`config.mk`:
```
export PLATFORM = sky130hd
export DESIGN_NAME = multicycle_sequencer
export DESIGN_NICKNAME = d
export VERILOG_FILES = /design/src/rtl/multicycle_sequencer.sv
export SDC_FILE = /design/constraint.sdc
export NUM_CORES = 1
export LEC_CHECK = 0
export ABC_AREA = 0
export CAP_MARGIN = 10
export CELL_PAD_IN_SITES_DETAIL_PLACEMENT = 1
export CELL_PAD_IN_SITES_GLOBAL_PLACEMENT = 1
export CORE_AREA = 2 2 79 81
export DETAILED_ROUTE_END_ITERATION = 7
export DIE_AREA = 0 0 81 83
export GPL_TIMING_DRIVEN = 0
export PLACE_DENSITY_LB_ADDON = 0.1
export SETUP_SLACK_MARGIN = 0.3
export SKIP_LAST_GASP = 1
export SYNTH_ARGS = -nofsm -noshare
export SYNTH_HDL_FRONTEND = slang
export SYNTH_SLANG_ARGS = --single-unit
export TNS_END_PERCENT = 20
```
`constraint.sdc`:
```
create_clock -name clk -period 2 [get_ports clk]
set_input_delay 0.2 -clock clk [delete_from_list [all_inputs] [get_ports clk]]
set_output_delay 0.2 -clock clk [all_outputs]
set_load 0.02 [all_outputs]
```
`src/rtl/multicycle_sequencer.sv`:
```
`default_nettype none
// ============================================================================
// Module      : multicycle_sequencer
// Description : Multi-cycle stage sequencer for the MUSA core. Walks one
//               instruction at a time through FETCH/DECODE/EXEC/MEM/WB,
//               issuing per-stage enable strobes, with memory handshakes,
//               external stall, halt/resume and a data-memory timeout.
// Revision    : 1.0 - initial release
// ============================================================================
module multicycle_sequencer #(
  parameter int TMO_W       = 4,
  parameter int MEM_TIMEOUT = 15,
  parameter int CNT_W       = 16
) (
  input  logic             clk,
  input  logic             rst_n,
  input  logic [5:0]       opcode,
  input  logic [5:0]       fnction,
  input  logic             imem_ready,
  input  logic             dmem_ready,
  input  logic             cond_flag,
  input  logic             stall,
  input  logic             resume,
  output logic [2:0]       stage,
  output logic             imem_req,
  output logic             ir_en,
  output logic             rf_rd_en,
  output logic             alu_en,
  output logic             dmem_req,
  output logic             dmem_we,
  output logic             rf_wr_en,
  output logic             pc_en,
  output logic             pc_sel,
  output logic             halted,
  output logic             err,
  output logic [CNT_W-1:0] retired
);

  typedef enum logic [2:0] {
    S_FETCH  = 3'b000,
    S_DECODE = 3'b001,
    S_EXEC   = 3'b010,
    S_MEM    = 3'b011,
    S_WB     = 3'b100,
    S_HALTED = 3'b111
  } state_t;

  localparam logic [5:0] OP_SPECIAL = 6'b000000;
  localparam logic [5:0] OP_ADDI    = 6'b001000;
  localparam logic [5:0] OP_ANDI    = 6'b001100;
  localparam logic [5:0] OP_ORI     = 6'b001101;
  localparam logic [5:0] OP_LW      = 6'b100011;
  localparam logic [5:0] OP_SW      = 6'b101011;
  localparam logic [5:0] OP_BRFL    = 6'b010001;
  localparam logic [5:0] OP_JR      = 6'b000010;
  localparam logic [5:0] OP_HALT    = 6'b111111;

  localparam logic [TMO_W-1:0] TMO_LIMIT = TMO_W'(MEM_TIMEOUT);

  state_t           state_q, state_d;
  logic [5:0]       op_q, op_d;
  logic [5:0]       fn_q, fn_d;
  logic [TMO_W-1:0] tmo_q, tmo_d;
  logic             err_q, err_d;
  logic [CNT_W-1:0] retired_q, retired_d;

  // Instruction class of the latched instruction; anything unrecognised
  // falls through as a NOP because none of the other classes claims it.
  logic is_alu, is_load, is_store, is_branch, is_jump, is_halt, is_nop;

  // Classify the latched opcode/function pair.
  always_comb begin
    is_alu    = ((op_q == OP_SPECIAL) && (fn_q != 6'b000000)) ||
                (op_q == OP_ADDI) || (op_q == OP_ANDI) || (op_q == OP_ORI);
    is_load   = (op_q == OP_LW);
    is_store  = (op_q == OP_SW);
    is_branch = (op_q == OP_BRFL);
    is_jump   = (op_q == OP_JR);
    is_halt   = (op_q == OP_HALT);
    is_nop    = !(is_alu || is_load || is_store || is_branch || is_jump || is_halt);
  end

  // Next-state and strobe decode; a stall freezes everything and silences strobes.
  always_comb begin
    state_d   = state_q;
    op_d      = op_q;
    fn_d      = fn_q;
    tmo_d     = tmo_q;
    err_d     = err_q;
    retired_d = retired_q;
    imem_req  = 1'b0;
    ir_en     = 1'b0;
    rf_rd_en  = 1'b0;
    alu_en    = 1'b0;
    dmem_req  = 1'b0;
    dmem_we   = 1'b0;
    rf_wr_en  = 1'b0;
    pc_en     = 1'b0;
    pc_sel    = 1'b0;

    if (!stall) begin
      case (state_q)
        S_FETCH: begin
          imem_req = 1'b1;
          if (imem_ready) begin
            ir_en   = 1'b1;
            op_d    = opcode;
            fn_d    = fnction;
            state_d = S_DECODE;
          end
        end
        S_DECODE: begin
          rf_rd_en = 1'b1;
          if (is_halt) begin
            state_d = S_HALTED;
          end else if (is_nop) begin
            pc_en   = 1'b1;
            state_d = S_FETCH;
          end else begin
            state_d = S_EXEC;
          end
        end
        S_EXEC: begin
          alu_en = 1'b1;
          if (is_load || is_store) begin
            tmo_d   = '0;
            state_d = S_MEM;
          end else if (is_branch) begin
            pc_en   = 1'b1;
            pc_sel  = cond_flag;
            state_d = S_FETCH;
          end else if (is_jump) begin
            pc_en   = 1'b1;
            pc_sel  = 1'b1;
            state_d = S_FETCH;
          end else begin
            state_d = S_WB;
          end
        end
        S_MEM: begin
          dmem_req = 1'b1;
          dmem_we  = is_store;
          // A completing access wins over a timeout landing in the same cycle.
          if (dmem_ready) begin
            if (is_store) begin
              pc_en   = 1'b1;
              state_d = S_FETCH;
            end else begin
              state_d = S_WB;
            end
          end else if (tmo_q == TMO_LIMIT) begin
            err_d   = 1'b1;
            state_d = S_HALTED;
          end else begin
            tmo_d = tmo_q + TMO_W'(1);
          end
        end
        S_WB: begin
          rf_wr_en = 1'b1;
          pc_en    = 1'b1;
          state_d  = S_FETCH;
        end
        S_HALTED: begin
          if (resume) begin
            state_d = S_FETCH;
          end
        end
        default: begin
          state_d = S_FETCH;
        end
      endcase
    end

    // Every PC update marks the end of exactly one retired instruction.
    if (pc_en) begin
      retired_d = retired_q + CNT_W'(1);
    end
  end

  // State and bookkeeping registers with asynchronous active-low reset.
  always_ff @(posedge clk or negedge rst_n) begin
    if (!rst_n) begin
      state_q   <= S_FETCH;
      op_q      <= '0;
      fn_q      <= '0;
      tmo_q     <= '0;
      err_q     <= 1'b0;
      retired_q <= '0;
    end else begin
      state_q   <= state_d;
      op_q      <= op_d;
      fn_q      <= fn_d;
      tmo_q     <= tmo_d;
      err_q     <= err_d;
      retired_q <= retired_d;
    end
  end

  assign stage   = state_q;
  assign halted  = (state_q == S_HALTED);
  assign err     = err_q;
  assign retired = retired_q;

endmodule
`default_nettype wire

```
# Word level (Yosys, flattened, before mapping)
# Index checks and enable logic that the tools add are counted.
# op_classes
add_sub_neg	2
order_cmp	0
n_mul	0
mux	43
n_eq_ne	20
bitwise_logic	2
n_reduce_logical	18
shift	0
div_mod_pow	0
# ops
cell	count
2-to-1 mux 1 bit	27
2-to-1 mux 3 bit	9
equality test 6 x 4 -> 1 bit (second input constant)	3
equality test 6 bit (second input constant)	3
adder 16 x 1 -> 16 bit (second input constant)	1
case mux 3 bit (5 select lines)	1
2-to-1 mux 4 bit	3
!= test 2 bit (second input constant)	5
logical OR 1 bit	9
case mux 4 bit (2 select lines)	1
AND reduction 4 bit	2
equality test 3 x 2 -> 1 bit (second input constant)	2
equality test 3 bit (second input constant)	2
equality test 6 x 2 -> 1 bit (second input constant)	1
equality test 6 x 5 -> 1 bit (second input constant)	1
zero test 6 bit	1
nonzero test 6 bit	1
AND reduction 5 bit	1
adder 4 x 1 -> 4 bit (second input constant)	1
equality test 4 bit (second input constant)	1
case mux 1 bit (4 select lines)	1
equality test 3 x 1 -> 1 bit (second input constant)	1
zero test 3 bit	1
!= test 3 bit (second input constant)	1
5 further kinds	6
# totals
word_cells	91
out_inout_bits	30
latchBits	0
mem_bits_ro	0
inputBits	19
ram_bits	0
mem_count	0
ff_bits	36

# Depth between registers and ports, before layout
# depth
word_depth	14
depth_mapped	8
depth_no_buf	6

# Worst setup path after synthesis
# No wires, ideal clock.
# synth_timing
kind	register to register
start	register state_q[2], in the netlist stage[2]
end	register retired_q[1], in the netlist retired[1]
period_less_slack_ns	2.598
n_path_buf	1
slack_ns	-0.598
setup_ns	0.125
stages_incl_launch_ff	8
t_arrival_ns	2.474
t_required_ns	1.875
cell_sequence	dfrtp_1 -> clkbuf_8 -> or2b_2 -> nor2_1 -> and2_1 -> a211oi_2 -> nand2_1 -> mux2_2
# synth_between
elab_chain_len	3
elab_cells_between_ends	6
classes_between	4 x eq/ne; 2 x mux
# synth_lines
item	line	rtl
from (decl)	60	state_t state_q, state_d;
from (signal assigned)	190	state_q <= state_d;
equality test 3 bit (tied with other cells)	102	case (state_q)
case mux 1 bit (4 select lines) *	102	
2-to-1 mux 1 bit *	101	if (!stall) begin
via pc_en	32	output logic pc_en,
to (signal assigned)	195	retired_q <= retired_d;
to (decl)	65	logic [CNT_W-1:0] retired_q, retired_d;
# The timed path passes the listed nets; every way through them passes the cells marked *.
# A chain may end at the register's enable or synchronous reset.

# Final worst setup path
# layout_timing
start	register op_q[4]
end	output pc_sel
# layout_between
elab_chain_len	6
elab_cells_between_ends	10
classes_between	4 x eq/ne; 5 x mux; 1 x reduce/logical
# layout_lines
item	line	rtl
from (decl)	61	logic [5:0] op_q, op_d;
from (signal assigned)	191	op_q <= op_d;
equality test 6 x 2 -> 1 bit	78	is_jump = (op_q == OP_JR);
2-to-1 mux 1 bit	132	end else if (is_jump) begin
2-to-1 mux 1 bit	128	end else if (is_branch) begin
2-to-1 mux 1 bit *	125	if (is_load || is_store) begin
2-to-1 mux 1 bit *	102	
2-to-1 mux 1 bit *	101	
to (decl)	33	output logic pc_sel,
# Mark *: on every way between the ends. The rest lies on a longest branch, timed or not.

==> impl_metrics.yaml <==
run_status:
  status: "finished, violations left"
  violations: "negative setup slack"
grt:
  grt_pass1_vias: 1750
  grt_overflow: 0
  grt_antenna_before_repair: 0
  grt_usage_pct: 16.9
  grt_start_max_net_pins: 37
  grt_pass1_wl_microns: 8890
clock_tree:
  cts_tree: "built"
  cts_max_level: 2
  cts_sinks: 36
  clk_pin_slew_ns: 0.08
  cts-root-buf: "clkbuf_8"
  clockBufferDepth: 2
  cts_made_buffers: 5
  insertion_delay_ns: 0.29
floorplanning:
  dieArea_sq_mm: 0.00672
  coreArea_sq_mm: 0.00582
  ios: 49
  rows: 28
  die_y_microns: 83
  initial_core_util_pct: 33.8
  die_w_microns: 81
critical_path:
  criticalPathCategory: "reg -> out"
  r2r_end: "retired[11]"
  crit_path_max_fanout: 5
  crit_arrival_ns: 2.08
  worst_setup_path_start_kind: "flop"
  r2r_start: "op_q[4]"
  crit_slowest_cell: "dfrtp_1"
  crit_path_end_kind: "primary output"
  critPathBufInv: 3
  crit_chain: "clkbuf_8 -> or3b_4 -> a2111oi_4 -> and2_4 -> buf_4 -> o31a_2 -> buf_6"
  crit_family: "simple AND/OR/NAND/NOR gates"
  r2r_cells: 9
  critPathMaxStageDelay_ns: 0.38
  crit_start: "op_q[4]"
  required_ns: 1.80
  r2r_slack_ns: -0.26
logic_synthesis:
  synth_fp_nets: 209
  ys_ff_latch: 36
  ys.flop_type: "dfrtp_1"
  async_flop_share_pct: 100
  syn-cell-area_sq_mm: 0.00196
  netlist_instances: 188
  avgSynthCellArea_sq_um: 10.4
  yosysWarnings: 0
  synth_edf_count: 0
  yosysTopAreaCell: "dfrtp_1"
  synth.area.top_cells: "dfrtp_1 (46%), mux2_2 (7.5%), xor2_1 (6.7%)"
  ys_seq_area_share_pct: 45.9
  synth_top_cell_area_share_pct: 45.9
  yosys.cell_types.count: 48
timing:
  grt_setup_unrepaired: "yes"
  fin_crit_sh_pct: 114
  worstMarginPinSlew_ns: 0.841
  slew_viol_final: 0
  setup_ws_ns: -0.283
  period_needed_ns: 2.28
  holdWs_ns: 0.00603
  hold_viol: 0
  fin_worst_skew_ns: 0.00469
  finalSetupViolCount: 25
  slew_headroom_pct: 43.9
  max_freq_mhz: 438
placement:
  dp.cells: 311
  port_buffers: 48
  finalWeightedCongestion: 0.727
  dpl_worst_slack_ns: -0.800
  dp_hpwl_microns: 3620
  postPlaceCellArea_sq_mm: 0.00262
power_and_ir_drop:
  power_frac_comb_pct: 50.1
  seqPwrFrac_pct: 34.5
  p_per_area_mw_per_mm2: 1210
  switching_share_pct: 40.0
  pwr-share-clk_pct: 15.4
  leakagePower_nw: 1.28
  p_total_w: 0.00362
  ir_drop_mv: 0.633
  switchingPower_w: 0.00145
  p_int_w: 0.00217
finish:
  drive_gt1_share_pct: 33.1
  fin_area_sq_mm: 0.00300
  area_growth_pct: 53.0
  antennaDiodeCount: 0
  final_nets: 283
  stdcell_count: 338
flow_run:
  maxCapViolations: 0
drt:
  postRouteAntennaNets: 0
  wl_microns: 5550
  vias: 1709
  drtIter0Drc: 48
  drc: 0
  wire_per_inst_microns: 16.4
  drtPass1Iterations: 5
  viasPerCell: 5.06
min_path:
  hold_path.class: "in -> async"
==> worst register-to-register path: cells and delay by family (launching register included) <==
family | cells | cell delay [ns]
AOI/OAI and AO/OA | 3 | 0.60
xor gates and xnor gates | 1 | 0.16
buffers and inverters | 3 | 0.44
DFF | 1 | 0.38
and+or+nand+nor | 2 | 0.60
==> layout by cell type (no fill, tap or decap), types with 3 or more instances in the layout <==
| cell type | n |
|---|---|
| dfrtp_2 | 6 |
| buf_4 | 19 |
| a211oi_1 | 3 |
| clkbuf_8 | 9 |
| clkdlybuf4s50_1 | 41 |
| nand2_1 | 21 |
| a21oi_1 | 6 |
| o21ai_0 | 7 |
| a21oi_4 | 4 |
| nand3_1 | 7 |
| dfrtp_1 | 30 |
| nand2b_1 | 5 |
| nor2_1 | 5 |
| buf_6 | 5 |
| xor2_1 | 15 |
| nor4_1 | 3 |
| and3_1 | 5 |
| inv_1 | 3 |
| mux2_2 | 12 |
==> cells in the mapped netlist (3+ instances only) <==
cell      instances
a211oi_1          3
a211oi_2          4
a21oi_1          11
and3_1            5
dfrtp_1          36
inv_1             4
mux2_2           13
nand2_1          23
nand2b_1          5
nand3_1           8
nor2_1            6
nor3_1            4
nor4_1            5
o21ai_0           7
xor2_1           15
==> per-stage QoR <==
| stage | utilization (%) | setup TNS (ns) |
|---|---|---|
| after global routing | 51.6 | -6.68 |
| after detailed placement | 45.1 | -12.00 |
| after CTS | 49.4 | -5.41 |
| after floorplan | - | -0.129 |
| after global placement | 45.2 | -20.56 |
| final | 51.6 | -4.21 |
==> cell type report <==
class | count | area [sq um]
fill | 657 | 2810
timing repair buffer | 67 | 633
inverter | 4 | 15.0
clock inverter | 1 | 7.51
sequential | 36 | 908
multi-input combinational | 141 | 1170
tap | 75 | 93.8
clock buffer | 7 | 86.3
buffer | 7 | 86.3
==> how the worst max path moves through the flow <==
stage,endpoint,cells past startpoint,slack [ns]
2_1_floorplan,retired[13],8,-0.03
3_3_place_gp,pc_en,7,-0.81
3_5_place_dp,pc_en,7,-0.80
4_1_cts,retired[11],9,-0.33
5_1_grt,retired[11],9,-0.38
6_report,pc_sel,7,-0.28
==> kinds of logic after synthesis <==
kind of cell	Yosys count	synth area share, %
compound gates	36	14.2
xor+xnor	16	7.14
fa+ha+maj	2	1.27
buf+inv	11	3.50
flops	36	45.9
mux	13	7.46
simple gates	74	20.5
==> sequential cells by signal, summed over array words and instances, names as in the netlist <==
signal	flops
stage	3
op_q	6
fn_q	6
retired	16
tmo_q	4
err	1
==> per-layer routing <==
layer	track usage [%]	up-vias	routed length, microns
met1	23.0	843	2580
met4	4.62	0	61
met3	4.13	6	203
li1	-	822	-
met5	0	-	0
met2	26.7	38	2710
==> timing repair <==
action                                 4_1_cts  5_1_grt
buffers inserted                            12        6
pin swaps                                   12       12
endpoints found under the hold margin        0        0
hold buffers                                 0        0
cloned                                       0        1
gates resized for setup                     44       13
setup endpoints to repair                   46       43
==> power groups by stage <==
stage               sequential, W  combinational (W)  clock, W
floorplan                 0.00127           0.000874         0
global placement          0.00127            0.00136         0
detailed placement        0.00127            0.00138         0
CTS                       0.00126            0.00164  0.000573
global route              0.00129            0.00196  0.000613
finish                    0.00125            0.00181  0.000557
Power figures use the tool's default switching activity.
